**src/rtl/key_schedule_seq_pkg.sv**
```systemverilog
// key_schedule_seq_pkg: shared AES constants, key-size pairs and word helpers for the key expansion engine
package key_schedule_seq_pkg;
  typedef enum logic [1:0] {IDLE, RUN, DONE} state_t;
  localparam int NK128 = 4;
  localparam int NR128 = 10;
  localparam int NK192 = 6;
  localparam int NR192 = 12;
  localparam int NK256 = 8;
  localparam int NR256 = 14;
  // Forward S-box, entry 0 in the MSBs
  localparam logic [2047:0] SBOX = {
    128'h637c777bf26b6fc53001672bfed7ab76, 128'hca82c97dfa5947f0add4a2af9ca472c0,
    128'hb7fd9326363ff7cc34a5e5f171d83115, 128'h04c723c31896059a071280e2eb27b275,
    128'h09832c1a1b6e5aa0523bd6b329e32f84, 128'h53d100ed20fcb15b6acbbe394a4c58cf,
    128'hd0efaafb434d338545f9027f503c9fa8, 128'h51a3408f929d38f5bcb6da2110fff3d2,
    128'hcd0c13ec5f974417c4a77e3d645d1973, 128'h60814fdc222a908846eeb814de5e0bdb,
    128'he0323a0a4906245cc2d3ac629195e479, 128'he7c8376d8dd54ea96c56f4ea657aae08,
    128'hba78252e1ca6b4c6e8dd741f4bbd8b8a, 128'h703eb5664803f60e613557b986c11d9e,
    128'he1f8981169d98e949b1e87e9ce5528df, 128'h8ca1890dbfe6426841992d0fb054bb16};
  function automatic logic [7:0] aes_sbox(input logic [7:0] b);
    return SBOX[8*(255-int'(b)) +: 8];
  endfunction
  function automatic logic [7:0] xtime(input logic [7:0] a);
    return {a[6:0], 1'b0} ^ (a[7] ? 8'h1b : 8'h00);
  endfunction
  function automatic logic [31:0] rot_word(input logic [31:0] w);
    return {w[23:0], w[31:24]};
  endfunction
endpackage

```
**src/rtl/key_schedule_seq_if.sv**
```systemverilog
// key_schedule_if: request and round-key stream bundle between key expansion and its consumers
interface key_schedule_if #(parameter int NK = 4, parameter int NR = 10);
  logic start;
  logic [NK*32-1:0] key;
  logic busy;
  logic done;
  logic round_key_valid;
  logic [3:0] round_key_idx;
  logic [127:0] round_key;
  logic [(NR+1)*128-1:0] expansion;
  modport master(output start, key, input busy, done, round_key_valid, round_key_idx, round_key, expansion);
  modport slave(input start, key, output busy, done, round_key_valid, round_key_idx, round_key, expansion);
endinterface

```
**src/rtl/key_schedule_seq_sub_word.sv**
```systemverilog
// sub_word: bytewise S-box substitution of a 32-bit word
module sub_word
  import key_schedule_seq_pkg::*;
(
  input  logic [31:0] a,
  output logic [31:0] y
);
  assign y = {aes_sbox(a[31:24]), aes_sbox(a[23:16]), aes_sbox(a[15:8]), aes_sbox(a[7:0])};
endmodule

```
**src/rtl/key_schedule_seq.sv**
```systemverilog
// key_schedule_seq: one AES schedule word per clock, streaming each round key as it completes
module key_schedule_seq
  import key_schedule_seq_pkg::*;
#(
  parameter int NK = 4,
  parameter int NR = 10
) (
  input  logic clk,
  input  logic reset,
  key_schedule_if.slave bus
);
  localparam int TOTAL = 4*(NR+1);
  state_t state, state_n;
  logic [5:0] cnt, phase;
  logic [7:0] rcon;
  logic [NK*32-1:0] win;
  logic [31:0] oldest, newest, sw_in, sw_out, w;
  logic run, accept, last;
  assign run = state == RUN;
  assign accept = bus.start && !run;
  assign last = run && cnt == 6'(TOTAL-1);
  assign phase = cnt % 6'(NK);
  assign oldest = win[NK*32-1 -: 32];
  assign newest = win[31:0];
  assign bus.busy = run;
  assign bus.done = state == DONE;
  assign sw_in = phase == 6'd0 ? rot_word(newest) : newest;
  sub_word u_sub (.a(sw_in), .y(sw_out));
  // The window rotates through the key words first, so oldest is always w[i-NK]
  always_comb begin
    w = cnt < 6'(NK) ? oldest :
        phase == 6'd0 ? oldest ^ sw_out ^ {rcon, 24'h0} :
        (NK == 8 && phase == 6'd4) ? oldest ^ sw_out : oldest ^ newest;
  end
  always_comb begin
    state_n = accept ? RUN : last ? DONE : state;
  end
  always_ff @(posedge clk or posedge reset) begin
    if (reset) state <= IDLE;
    else state <= state_n;
  end
  always_ff @(posedge clk or posedge reset) begin
    if (reset) begin
      cnt <= '0;
      rcon <= 8'h01;
      win <= '0;
      bus.expansion <= '0;
      bus.round_key <= '0;
      bus.round_key_idx <= '0;
      bus.round_key_valid <= 1'b0;
    end else begin
      bus.round_key_valid <= run && cnt[1:0] == 2'd3;
      if (accept) begin
        win <= bus.key;
        cnt <= '0;
        rcon <= 8'h01;
      end else if (run) begin
        win <= {win[NK*32-33:0], w};
        bus.expansion[32*(TOTAL-1-int'(cnt)) +: 32] <= w;
        if (!last) cnt <= cnt + 6'd1;
        if (cnt >= 6'(NK) && phase == 6'd0) rcon <= xtime(rcon);
        if (cnt[1:0] == 2'd3) begin
          bus.round_key <= {win[95:0], w};
          bus.round_key_idx <= cnt[5:2];
        end
      end
    end
  end
endmodule
```
**src/flat_wrapper.sv**
```systemverilog
// flat-port wrapper written by rule: the top's interface ports become plain ports
module key_schedule_seq_flat import key_schedule_seq_pkg::*;
#(
  parameter int NK = 4,
  parameter int NR = 10
)
  (clk, reset, bus_start, bus_key, bus_busy, bus_done, bus_round_key_valid, bus_round_key_idx, bus_round_key, bus_expansion);
  key_schedule_if #(.NK(NK), .NR(NR)) bus_i ();
  input  logic clk;
  input  logic reset;
  input wire logic [$bits(bus_i.start)-1:0] bus_start;
  input wire logic [$bits(bus_i.key)-1:0] bus_key;
  output wire logic [$bits(bus_i.busy)-1:0] bus_busy;
  output wire logic [$bits(bus_i.done)-1:0] bus_done;
  output wire logic [$bits(bus_i.round_key_valid)-1:0] bus_round_key_valid;
  output wire logic [$bits(bus_i.round_key_idx)-1:0] bus_round_key_idx;
  output wire logic [$bits(bus_i.round_key)-1:0] bus_round_key;
  output wire logic [$bits(bus_i.expansion)-1:0] bus_expansion;
  assign bus_i.start = bus_start;
  assign bus_i.key = bus_key;
  assign bus_busy = bus_i.busy;
  assign bus_done = bus_i.done;
  assign bus_round_key_valid = bus_i.round_key_valid;
  assign bus_round_key_idx = bus_i.round_key_idx;
  assign bus_round_key = bus_i.round_key;
  assign bus_expansion = bus_i.expansion;
  key_schedule_seq #(.NK(NK), .NR(NR)) u_core (.clk(clk), .reset(reset), .bus(bus_i));
endmodule
```
**config.mk**
```make
export PLATFORM = sky130hd
export DESIGN_NAME = key_schedule_seq_flat
export DESIGN_NICKNAME = d
export VERILOG_FILES = /design/src/rtl/key_schedule_seq_pkg.sv /design/src/rtl/key_schedule_seq_if.sv /design/src/rtl/key_schedule_seq_sub_word.sv /design/src/rtl/key_schedule_seq.sv /design/src/flat_wrapper.sv
export SDC_FILE = /design/constraint.sdc
export NUM_CORES = 2
export LEC_CHECK = 0
export BUFFER_PORTS_ARGS = -buffer_cell sky130_fd_sc_hd__buf_2
export CAP_MARGIN = 20
export CELL_PAD_IN_SITES_DETAIL_PLACEMENT = 2
export CELL_PAD_IN_SITES_GLOBAL_PLACEMENT = 2
export CORE_AREA = 4 4 655 657
export CTS_BUF_LIST = sky130_fd_sc_hd__clkbuf_16
export CTS_CLUSTER_SIZE = 8
export DETAILED_ROUTE_END_ITERATION = 8
export DIE_AREA = 0 0 659 661
export PLACE_DENSITY = 0.58
export RECOVER_POWER = 100
export SLEW_MARGIN = 5
export SYNTH_ARGS = -nofsm -noshare
export SYNTH_HDL_FRONTEND = slang
export SYNTH_SLANG_ARGS = --single-unit
```
**constraint.sdc**
```tcl
create_clock -name clk -period 70.4 [get_ports clk]
set_input_delay 7.04 -clock clk [delete_from_list [all_inputs] [get_ports clk]]
set_output_delay 7.04 -clock clk [all_outputs]
set_load 0.05 [all_outputs]
```
==> reports/metrics.yaml <==
drc: 0
clk_pin_slew_ns: 0.05
num_io_pins: 1674
vias_per_cell: 4.86
fin_worst_skew_ns: 0.0988
end_kind: "asynchronous set/reset pin"
synth-seq-cells: 1685
slew_headroom: -5.01
crit_fanout: 163
synthCells: 8322
core.rowCount: 239
max_freq_mhz: 28.9
insertion_delay_ns: 0.95
fp.dieArea_um2: 436000
synth_mux_area_frac: 0.0408
port_buffers: 1673
htree_levels: 4
slew_viol_final: 3925
holdPathEnd: "u_core.bus.expansion[944]$_DFFE_PP0P_"
grt_pass1_vias: 78700
cp.arrival_ns: 33.33
place_hpwl_mm: 366
post-cts-setup-buffers: 0
postCtsHoldBufs: 0
synth.distinct_cells: 107
worstRegToRegCells: 19
netlist_area_um2: 77200
multi_input_area_um2: 31900
routed_wl_mm: 514
cp-start-kind: "primary input"
cts_tree: "done"
min_from: "u_core.bus.expansion[944]$_DFFE_PP0P_"
r2r_end: "u_core.bus.expansion[366]$_DFFE_PP0P_"
syn_nets: 8522
place_congestion: 0.900
drive_above_1_share: 0.0843
synth-simple-area-share: 0.139
synth_edf_count: 0
final-seq-area_um2: 42200
finalCritPeriodShare: 0.492
cap_viol_max_count: 98
ys_warn_count: 0
grt_pass1_wl_mm: 692
initial_core_util: 0.183
layout_common_cells: "1878 x nand2_1, 1727 x o21ai_0, 1681 x dfrtp_1"
nNetsFinal: 9911
violations: "capacitance limit, slew limit"
layout_commonest_cell: "nand2_1"
drt_iter0_markers: 5951
die_w_um: 659
setup_viol: 0
finish.utilization: 0.227
rrSetupSlack_ns: 51.35
yosys.area_share.xor_xnor: 0.00598
critPathKind: "primary input to asynchronous set/reset pin"
worst_pin_slew_ns: 9.01
avgSynthCellArea_um2: 9.27
fillers: 49000
async_reset_ff_frac: 1.00
grt_usage: 0.224
grt_max_degree: 205
cp.required_ns: 69.13
outcome: "finished, violations left"
cts.sinks: 1685
hp-class: "register to register"
syn_to_final_growth_pct: 24.5
reg2reg_from: "u_core.cnt[0]$_DFFE_PP0P_"
synth_top_family_by_area: "compound AO/OA/AOI/OAI gates"
overflow: 0
hold_depth: 2
cts_resized: 0
cts_buffers: 236
clock_path_buffers: 4
drtAntennaViolNets: 0
coreArea_um2: 423000
dr.pass1.iters: 5
synth-compound-area-share: 0.211
yosys_most_used_dff: "dfrtp_1"
dieHeight_um: 661
ys_seq_area_frac: 0.546
synthAdderAreaFrac: 0.0112
finalSetupTns_ns: 0
hold_viol_final: 0
cts-root-buf: "clkbuf_16"
grt_setup_unrepaired: "no"
fin_crit_ns: 34.60
wl_per_cell_um: 33.2
antenna_found_initial: 110
vias: 75100
area by class of cell:
cell class	instances	share of cell area
Timing Repair Buffer	1948	0.0866
Multi-Input combinational cell	5785	0.332
Antenna cell	52	0.00135
Inverter	55	0.00217
Tap cell	5663	0.0738
Sequential cell	1685	0.439
Clock buffer	237	0.0617
Clock inverter	33	0.00331
sequential cells by signal (all words and copies together), names as in the netlist:
name	cells
u_core.bus.expansion	1408
u_core.bus.round_key	128
u_core.win	128
u_core.rcon	8
u_core.cnt	6
u_core.bus.round_key_idx	4
u_core.state	2
u_core.bus.round_key_valid	1
kinds of logic after synthesis:
family	after synthesis
adder cells (fa/ha/maj)	69
flip-flops	1685
XOR/XNOR	51
buffers and inverters	852
multiplexers	285
AO/OA/AOI/OAI	2775
AND/OR/NAND/NOR	2605
cells in the mapped netlist, drive strengths merged (70+ instances only):
cell type	n	share of area
o31ai	70	0.0069
mux2i	157	0.021
o21ai	1745	0.12
mux2	120	0.018
nor2	264	0.013
nor3	110	0.0072
nand3	83	0.0054
dfrtp	1684	0.55
o211ai	78	0.0076
buf	194	0.013
a21oi	279	0.018
nand2	1910	0.093
a211oi	98	0.0095
clkbuf	603	0.029
critical path, stage by stage:
cell	delay [ns]
buf_2	0.10
clkinvlp_2	3.47
clkbuf_1	2.12
clkbuf_1	5.11
clkbuf_1	5.54
clkbuf_1	2.64
clkbuf_1	6.41
metrics by stage:
step | cell area [µm²] | hold slack (ns) | setup WS, ns | cells
final | 96100 | 0.475 | 35.80 | 15500
after global routing | 96000 | 0.502 | 30.90 | 15400
after CTS | 98400 | 0.476 | 59.33 | 15400
after detailed placement | 92100 | 0.463 | 58.27 | 15100
after global placement | 92000 | 0.457 | 58.44 | 15100
after floorplan | 77200 | 0.467 | 15.80 | 8322
worst max path at each step:
stage,slack (ns),start,depth (start not counted),endpoint
2_1_floorplan,15.80,reset,1,u_core.bus.expansion[0]$_DFFE_PP0P_
3_5_place_dp,58.27,reset,7,u_core.win[19]$_DFFE_PP0P_
5_1_grt,30.90,reset,7,u_core.bus.expansion[805]$_DFFE_PP0P_
3_3_place_gp,58.44,reset,7,u_core.win[19]$_DFFE_PP0P_
4_1_cts,59.33,reset,7,u_core.win[19]$_DFFE_PP0P_
6_report,35.80,reset,7,u_core.bus.expansion[591]$_DFFE_PP0P_
metal layers:
metal	routed length (µm)	up-vias	track usage
met5	201	-	0
li1	-	31700	-
met1	205000	39600	0.270
met4	34500	30	0.126
met2	245000	2816	0.378
met3	28100	942	0.0387
Power is left out: the tool's default activity adds up to more than one toggle a clock period on the data nets, which glitch-free logic cannot reach.
